--- config.mk ---
export PLATFORM = sky130hd
export DESIGN_NAME = tile_spawner
export DESIGN_NICKNAME = d
export VERILOG_FILES = /design/src/rtl/tile_spawner.sv
export SDC_FILE = /design/constraint.sdc
export NUM_CORES = 1
export LEC_CHECK = 0
export ABC_AREA = 1
export BUFFER_PORTS_ARGS = -buffer_cell sky130_fd_sc_hd__buf_2
export CORE_MARGIN = 3
export CORE_UTILIZATION = 53
export DETAILED_ROUTE_END_ITERATION = 7
export PLACE_DENSITY = 0.8
export SLEW_MARGIN = 20
export SYNTH_ARGS = -nofsm -noshare
export SYNTH_HDL_FRONTEND = slang
export SYNTH_SLANG_ARGS = --single-unit
export TNS_END_PERCENT = 30
--- constraint.sdc ---
create_clock -name clk -period 2.1 [get_ports clk]
set_input_delay 0.42 -clock clk [delete_from_list [all_inputs] [get_ports clk]]
set_output_delay 0.42 -clock clk [all_outputs]
set_load 0.005 [all_outputs]
--- src/rtl/tile_spawner.sv ---
// Places new 2/4 tiles on the 4x4 board: snapshots the empty-cell mask, takes a
// random start cell per tile and scans circularly to the first empty cell.
module tile_spawner #(
  parameter int unsigned FOUR_THRESH = 2
) (
  input  logic        clk,
  input  logic        rst,
  input  logic        spawn_req,
  input  logic        init_req,
  input  logic [15:0] empty_mask,
  input  logic [7:0]  rand_num,
  output logic        busy,
  output logic        spawn_valid,
  output logic [3:0]  spawn_idx,
  output logic [1:0]  spawn_val,
  output logic        done,
  output logic        board_full,
  output logic [2:0]  dbg_state
);

  // Handshake: a request is taken only on an edge where the block is IDLE
  // (busy=0); spawn_valid/done/board_full are single-cycle strobes with no
  // back-pressure, and a request seen while busy=1 is dropped.
  typedef enum logic [2:0] {
    S_IDLE   = 3'd0,
    S_SAMPLE = 3'd1,
    S_SCAN   = 3'd2,
    S_EMIT   = 3'd3,
    S_DONE   = 3'd4,
    S_FAIL   = 3'd5
  } state_e;

  state_e      state_q, state_d;
  logic [15:0] mask_q, mask_d;
  logic [3:0]  ptr_q, ptr_d;
  logic [1:0]  remaining_q, remaining_d;
  logic        four_q, four_d;
  logic        busy_q, busy_d;
  logic        spawn_valid_q, spawn_valid_d;
  logic [3:0]  spawn_idx_q, spawn_idx_d;
  logic [1:0]  spawn_val_q, spawn_val_d;
  logic        done_q, done_d;
  logic        board_full_q, board_full_d;

  always_comb begin
    state_d       = state_q;
    mask_d        = mask_q;
    ptr_d         = ptr_q;
    remaining_d   = remaining_q;
    four_d        = four_q;
    busy_d        = busy_q;
    spawn_valid_d = 1'b0;
    spawn_idx_d   = spawn_idx_q;
    spawn_val_d   = spawn_val_q;
    done_d        = 1'b0;
    board_full_d  = 1'b0;
    case (state_q)
      S_IDLE: begin
        if (init_req || spawn_req) begin
          remaining_d = init_req ? 2'd2 : 2'd1;
          mask_d      = empty_mask;
          busy_d      = 1'b1;
          state_d     = S_SAMPLE;
        end
      end
      S_SAMPLE: begin
        if (mask_q == 16'h0000) begin
          done_d       = 1'b1;
          board_full_d = 1'b1;
          state_d      = S_FAIL;
        end else begin
          ptr_d   = rand_num[3:0];
          four_d  = ({1'b0, rand_num[7:4]} < 5'(FOUR_THRESH));
          state_d = S_SCAN;
        end
      end
      S_SCAN: begin
        // Strobe outputs are loaded on the edge entering EMIT so they are registered.
        if (mask_q[ptr_q]) begin
          spawn_valid_d = 1'b1;
          spawn_idx_d   = ptr_q;
          spawn_val_d   = four_q ? 2'd2 : 2'd1;
          state_d       = S_EMIT;
        end else begin
          ptr_d = ptr_q + 4'd1;
        end
      end
      S_EMIT: begin
        mask_d[ptr_q] = 1'b0;
        remaining_d   = remaining_q - 2'd1;
        if (remaining_q == 2'd1) begin
          done_d  = 1'b1;
          state_d = S_DONE;
        end else begin
          state_d = S_SAMPLE;
        end
      end
      S_DONE, S_FAIL: begin
        busy_d  = 1'b0;
        state_d = S_IDLE;
      end
      default: begin
        busy_d  = 1'b0;
        state_d = S_IDLE;
      end
    endcase
  end

  always_ff @(posedge clk) begin
    if (rst) begin
      state_q       <= S_IDLE;
      mask_q        <= 16'h0000;
      ptr_q         <= 4'd0;
      remaining_q   <= 2'd0;
      four_q        <= 1'b0;
      busy_q        <= 1'b0;
      spawn_valid_q <= 1'b0;
      spawn_idx_q   <= 4'd0;
      spawn_val_q   <= 2'd0;
      done_q        <= 1'b0;
      board_full_q  <= 1'b0;
    end else begin
      state_q       <= state_d;
      mask_q        <= mask_d;
      ptr_q         <= ptr_d;
      remaining_q   <= remaining_d;
      four_q        <= four_d;
      busy_q        <= busy_d;
      spawn_valid_q <= spawn_valid_d;
      spawn_idx_q   <= spawn_idx_d;
      spawn_val_q   <= spawn_val_d;
      done_q        <= done_d;
      board_full_q  <= board_full_d;
    end
  end

  assign busy        = busy_q;
  assign spawn_valid = spawn_valid_q;
  assign spawn_idx   = spawn_idx_q;
  assign spawn_val   = spawn_val_q;
  assign done        = done_q;
  assign board_full  = board_full_q;
  assign dbg_state   = state_q;

endmodule

==> run metrics, run 1 <==
Via density=5.12; clock root buffer=clkbuf_4; CP arrival=1.94 ns; share of the synthesized area in the top cell type=38.6%; Die X-Extent=65.4 um; cell count after synthesis=275; Syn Std Cell Area=0.00187 mm2; vias in the first global route=1,756; Register Area=722 um2; Slew @ Worst Pin=0.388 ns; dpl hpwl=3130 um; Overall Power=2.30 mW; die height=65.4 um; gp weighted congestion=0.918; CP max stage delay=0.43 ns; # clock sinks=36; Syn Nets=308; Total GRT Usage=21.9%; worst path cell trace=inv_4, nand2_1, nand3_1, nand2_1, nand2_1, nand2_1, o21ai_4, buf_4, nand3b_1, nand2_1, nor2_1; CTS tree=built; xor and xnor area share after synthesis=0.469%; Initial DRT Pass Iterations=5; CP top delay family=simple AND/OR/NAND/NOR gates; antenna-violating nets left=0; part of the cycle the worst path needs=80.8%; Compound-Gate Fraction of Synth Area=17.5%; Hold Buf Count CTS=0; Initial DRC Count=64; DRC=0; multi-input logic area=958 um2; CP max stage cell=dfxtp_2; crit start category=flop; FF+latch count, synth=36; number of max-cap violations=0; maximum clock path buffer count=2; total number of vias=1,860; Worst Setup End Kind=flop; Synth Warn #=0; fmax=589 MHz; Clk Latency, worst-skew pair=0.34 ns; leading area contributor after synthesis=dfxtp_1; Synth Area in Simple Gates=30.0%; antenna fix cells=0; Power Density=1060 mW/mm2; Adder-Cell Fraction of Synth Area=3.35%; total gr overflow=0; initial antenna violation count=0; routed wire length per instance=11.5 um; HP Class=primary input to flop; multiplexer area fraction after synthesis=0%; core box area=0.00320 mm2; Sum Neg Setup Slack=0 ns; Synth area leaders=dfxtp_1 39%, nand2_1 11%, nor2_1 7.4%, nand3_1 7.2%, a21oi_1 6.7%; Fill cells=319; sequential-to-total area share from yosys stat=38.6%; num rows=20; first-pass GRT wire length=7460 um; Final min period=1.70 ns; cell mode on critical path=nand2_1; leakage=1.03 nW; IO buf count=39; Num CTS Buffers=5; die area=0.00427 mm2; clock-pin slew on the worst setup and hold paths=0.11 ns; Final Hold Vio Count=0; synth unique cells=29; IO Pins=41; Rel. slew slack=74.1%; critical path required time=2.34 ns; RSZ-0062 raised after global routing=false; Max Transition Viols Final=0; starting density of the core=58.3%; status=completed; Max FO, Critical Path=14; CP Buf/Inv Count=2; Nets=351; Layout Skew=0.00563 ns; maximum vdd ir drop=0.497 mV; largest net degree at the start of global routing=17; syn_area_per_cell=6.79 um2; H-tree Lvls=2; layout cell share with drive strength beyond 1=21.3%; Final Setup Violations=0; Synth-to-Final Area Change=16.4%; total routed wirelength=4170 um; crit path kind=flop to flop; largest family of logic cells by synthesized area=simple AND/OR/NAND/NOR gates
final cells by class:
class,instances,share of cell area (%)
Tap cell,44,2.53
Inverter,32,5.64
Multi-Input combinational cell,196,44.1
Timing Repair Buffer,47,11.7
Clock inverter,2,0.460
Clock buffer,6,2.36
Sequential cell,36,33.2
stage by stage:
stage	util [%]	instances	worst slack (ns)	hold slack, ns	cell area [um2]
after floorplan	-	275	0.657	0.440	1870
after global placement	64.9	351	0.331	0.453	2080
after detailed placement	64.9	351	0.279	0.457	2080
after CTS	66.8	359	0.250	0.337	2140
after global routing	67.9	363	0.180	0.331	2170
final	67.9	363	0.402	0.336	2170
cells in the final DEF (no fill, tap or decap), types with 5 or more instances in the layout:
master and count:
a21oi_1 25, buf_2 39, nor2_1 37, inv_2 5, ha_1 5, inv_1 25, clkbuf_4 5, o21ai_0 20
nand3_1 27, nand2_1 55, dfxtp_1 35, buf_4 8
path summary, 6_finish.rpt:
check	startpoint	depth (start not counted)	endpoint	slack [ns]
setup reg to reg	ptr_q[0]$_SDFFE_PP0P_	11	ptr_q[1]$_SDFFE_PP0P_	0.40
setup / recovery	ptr_q[0]$_SDFFE_PP0P_	11	ptr_q[1]$_SDFFE_PP0P_	0.40
hold / removal	empty_mask[4]	3	mask_q[4]$_SDFFE_PP0P_	0.34
hold reg to reg	mask_q[3]$_SDFFE_PP0P_	2	mask_q[3]$_SDFFE_PP0P_	0.48
what timing repair did:
| item | CTS | global route |
|---|---|---|
| setup buffers | 0 | 4 |
| endpoints found under the setup margin | 0 | 2 |
| resized for setup | 0 | 2 |
Yosys cell counts (all sizes together):
master   instances
nand3           27
a21oi           26
a2111oi          1
dfxtp           36
nand4            3
ha               5
clkinv           1
nor3             3
inv             31
clkbuf           6
nand3b           2
o311ai           1
o31ai            3
a31oi            1
o21ai           24
nand2           57
o211ai           2
nor2            39
xnor2            1
or2              1
buf              5
worst register-to-register path, stage by stage, from the launching register on:
cell,delay (ns)
dfxtp_2,0.43
inv_4,0.16
nand2_1,0.07
nand3_1,0.07
nand2_1,0.05
nand2_1,0.05
nand2_1,0.09
o21ai_4,0.32
buf_4,0.18
nand3b_1,0.07
nand2_1,0.07
nor2_1,0.04
layer usage:
| layer | vias to the layer above | GRT usage, % | part of all wire (%) |
|---|---|---|---|
| li1 | 984 | - | - |
| met1 | 829 | 27.6 | 45 |
| met2 | 45 | 36.8 | 48 |
| met3 | 2 | 4.27 | 6.3 |
| met4 | 0 | 8.55 | 0.50 |
| met5 | - | 0 | 0 |
flip-flops by register name, summed over array words and instances, names as in the netlist:
signal,cells
ptr_q,4
spawn_valid,1
spawn_val,2
busy,1
mask_q,16
spawn_idx,4
dbg_state,3
four_q,1
board_full,1
remaining_q,2
done,1
power by group:
part | internal [mW] | leakage, nW | switching, mW
sequential | 0.826 | 0.297 | 0.130
combinational | 0.353 | 0.696 | 0.603
clock | 0.159 | 0.0380 | 0.230
total | 1.34 | 1.03 | 0.963
kinds of logic (layout without fill, tap and decap cells):
| logic type | Yosys count | after routing |
|---|---|---|
| AOI/OAI and AO/OA | 58 | 58 |
| xor gates and xnor gates | 1 | 1 |
| adders and majority gates | 5 | 5 |
| buffers and inverters | 43 | 87 |
| DFF | 36 | 36 |
| and+or+nand+nor | 132 | 132 |
Power figures use the tool's default switching activity.
==> inputs of run 2 (changes only) <==
- ABC_AREA: 1 -> 0
- clock period: 2.1 -> 1.7 ns (I/O delays scaled with it)
==> run 2 against run 1 <==
The flow now finishes with violations (setup timing). First-iteration DRC count rose by 92%. Cell count decreased by 11%. Register-to-register slack lost 0.56 ns. Cell area rose by 14%. Critical endpoint is now ptr_q[2]$_SDFFE_PP0P_. Largest power group is now combinational logic.
==> run metrics, run 2 <==
status=complete, but fails checks; violated checks=setup timing; Num CTS Buffers=5 (unchanged); gp weighted congestion=0.866 (-5.7%); Slew @ Worst Pin=0.362 ns (-0.0261 ns); asr flop ratio synth=0% (unchanged); Post-synth top cells=36 x dfxtp_1, 29 x a21oi_1, 28 x nand2_1; Max FO, Critical Path=4 (-10); DRC=0 (unchanged); Initial DRT Pass Iterations=4 (-1); HP Class=primary input to flop; Layout Skew=0.0111 ns (+0.00552 ns); cells on worst reg2reg path=5 (-6); CTS tree=built; CP Launch Point=ptr_q[0]$_SDFFE_PP0P_; fmax=539 MHz (-8.5%); Hold Buf Count CTS=0 (unchanged); clock-pin slew on the worst setup and hold paths=0.11 ns (about the same); num rows=20 (unchanged); Via density=5.73 (+12%); synth unique cells=44 (+52%); IO buf count=39 (unchanged); Clk Latency, worst-skew pair=0.36 ns (+0.02 ns); leakage=1.03 nW (+0.43%); Power Density=1470 mW/mm2 (+39%); leading register cell type out of synthesis=dfxtp_1; Non-Filler Instances=323 (-11%); leading area contributor after synthesis=dfxtp_1; worst slack, placed=-0.173 ns (-0.452 ns); FF+latch count, synth=36 (unchanged); crit start category=flop; routed wire length per instance=14.7 um (+28%); net switching power=1.49 mW (+55%); syn_area_per_cell=8.62 um2 (+27%); top-count cell post-synth=dfxtp_1; die height=64.7 um (-1.0%); crit path kind=flop to flop; clock root buffer=clkbuf_4; number of max-cap violations=0 (unchanged); Final Hold Vio Count=0 (unchanged); Synth area leaders=dfxtp_1 39%, a21oi_1 7.9%, nand2_1 5.8%, o211ai_1 4.9%, mux4_2 3.7%; largest net degree at the start of global routing=24 (+7); antenna-violating nets left=0 (unchanged); Max Transition Viols Final=0 (unchanged); max FFs per register=16 (unchanged); starting density of the core=57.5% (-0.84 points); Layout Utilization=78.0% (+10 points); FF-to-FF Start=ptr_q[0]$_SDFFE_PP0P_; Rel. slew slack=75.2% (+1.1 points); antenna fix cells=0 (unchanged); internal cell power=2.15 mW (+61%); core box area=0.00318 mm2 (-0.78%); layout cell share with drive strength beyond 1=39.8% (+18 points); Min Hold Slack=0.196 ns (-0.140 ns); RSZ-0062 raised after global routing=true; most frequent cells in the layout=39 x buf_2, 33 x buf_4, 31 x dfxtp_1; initial antenna violation count=0 (unchanged); register with the most flip-flops=mask_q; maximum vdd ir drop=0.749 mV (+51%); Final Setup Violations=11 (+11); Final min period=1.85 ns (+0.157 ns); Syn Nets=245 (-20%); Post-synth EDFFs=0 (unchanged); most common cell after layout, fill and taps aside=buf_2; vias in the first global route=1,737 (-1.1%); Clock Power Share=12.2% (-4.7 points); Nets=311 (-11%); total number of vias=1,852 (-0.43%); first-pass GRT wire length=7680 um (+3.0%); Critical Path Sink=ptr_q[2]$_SDFFE_PP0P_; cell count after synthesis=212 (-23%); CP arrival=2.11 ns (+0.17 ns); dpl hpwl=3400 um (+8.7%); Synth Warn #=0 (unchanged); Worst Setup End Kind=flop; Total GRT Usage=23.4% (+1.5 points); # clock sinks=36 (unchanged); Syn Std Cell Area=0.00183 mm2 (-2.2%); DP Cell Count=314 (-11%); total gr overflow=0 (unchanged); Reg-to-Reg End=ptr_q[2]$_SDFFE_PP0P_; Synth-to-Final Area Change=35.6%; IO Pins=41 (unchanged); total routed wirelength=4740 um (+14%); part of the cycle the worst path needs=109% (+28 points); sequential-to-total area share from yosys stat=39.5% (+0.87 points); switch share=41.0% (-0.88 points); critical path required time=1.96 ns (-0.38 ns); reg2reg setup slack=-0.15 ns (-0.56 ns); maximum clock path buffer count=2 (unchanged); share of the synthesized area in the top cell type=39.5% (+0.87 points); Initial DRC Count=123 (+92%); die area=0.00419 mm2 (-2.0%); Comb pwr share=54.7% (+13 points); Die X-Extent=64.7 um (-1.0%); H-tree Lvls=2 (unchanged); sequential power share=33.0% (-8.6 points); final setup margin=-0.155 ns (-0.557 ns)
==> run 2: changes by cell type after synthesis, sizes merged, moves of 4 or more <==
cell	change
o21ai	-15
nand2	-29
inv	-25
nand3	-23
nor2	-28
nand2b	+4
o211ai	+10
clkbuf	+4
nor4	+5
a21oi	+4
==> run 2: cell type report <==
type | instances | area (um2)
clock buffer | 7 | 45.0
clock inverter | 1 | 5.00
fill | 226 | 701
inverter | 6 | 22.5
multi-input combinational | 156 | 1170
sequential | 36 | 729
tap | 44 | 55.1
timing repair buffer | 73 | 454
==> run 2: timing repair <==
item,4_1_cts,5_1_grt
setup buffers,0,1
gates resized for setup,5,24
pin swaps,8,7
setup endpoints to repair,12,17
cloned,0,0
==> run 2: worst min path at each step <==
| stage | start | to | cells after the start |
|---|---|---|---|
| 2_1_floorplan | four_q$_SDFFE_PP0P_ | four_q$_SDFFE_PP0P_ | 2 |
| 3_5_place_dp | four_q$_SDFFE_PP0P_ | four_q$_SDFFE_PP0P_ | 2 |
| 5_1_grt | empty_mask[10] | mask_q[10]$_SDFFE_PP0P_ | 3 |
| 6_report | empty_mask[12] | mask_q[12]$_SDFFE_PP0P_ | 3 |
| 4_1_cts | empty_mask[9] | mask_q[9]$_SDFFE_PP0P_ | 3 |
| 3_3_place_gp | four_q$_SDFFE_PP0P_ | four_q$_SDFFE_PP0P_ | 2 |
==> run 2: kinds of logic (layout without fill, tap and decap cells) <==
group / Yosys count / count (layout) / synth area share (%)
muxes: 6 / 6 / 5.34
adders and majority gates: 5 / 5 / 3.42
and+or+nand+nor: 72 / 72 / 19.3
AOI/OAI and AO/OA: 73 / 73 / 28.2
DFF: 36 / 36 / 39.5
buffers and inverters: 20 / 87 / 4.25
==> run 2: critical path, cell delays in order (launching register included) <==
cell	delay, ns
dfxtp_4	0.38
mux4_2	0.50
a22oi_2	0.27
or2b_1	0.20
o21ai_4	0.10
a2111oi_4	0.29
==> run 2: layer usage <==
| layer | vias to the layer above | GRT usage, % | share of wire [%] |
|---|---|---|---|
| li1 | 921 | - | - |
| met3 | 5 | 6.41 | 6.6 |
| met1 | 866 | 30.2 | 43 |
| met2 | 60 | 37.7 | 49 |
| met4 | 0 | 7.65 | 1.1 |
| met5 | - | 0 | 0 |
==> run 2: power groups by stage <==
stage | combinational [mW] | sequential [mW] | clock [mW]
6_report | 1.99 | 1.20 | 0.446
5_1_grt | 2.18 | 1.23 | 0.496
4_1_cts | 1.76 | 1.18 | 0.458
3_5_place_dp | 1.69 | 1.20 | 0
3_3_place_gp | 1.67 | 1.19 | 0
2_1_floorplan | 1.08 | 1.16 | 0
==> run 2: stage by stage <==
stage               TNS (ns)  total power, mW  instance area, um2
floorplan             -0.162             2.24                1830
detailed placement     -1.11             2.90                2270
finish                 -1.09             3.64                2480
global placement      -0.847             2.86                2270
CTS                   -0.961             3.40                2350
global route           -2.07             3.90                2480
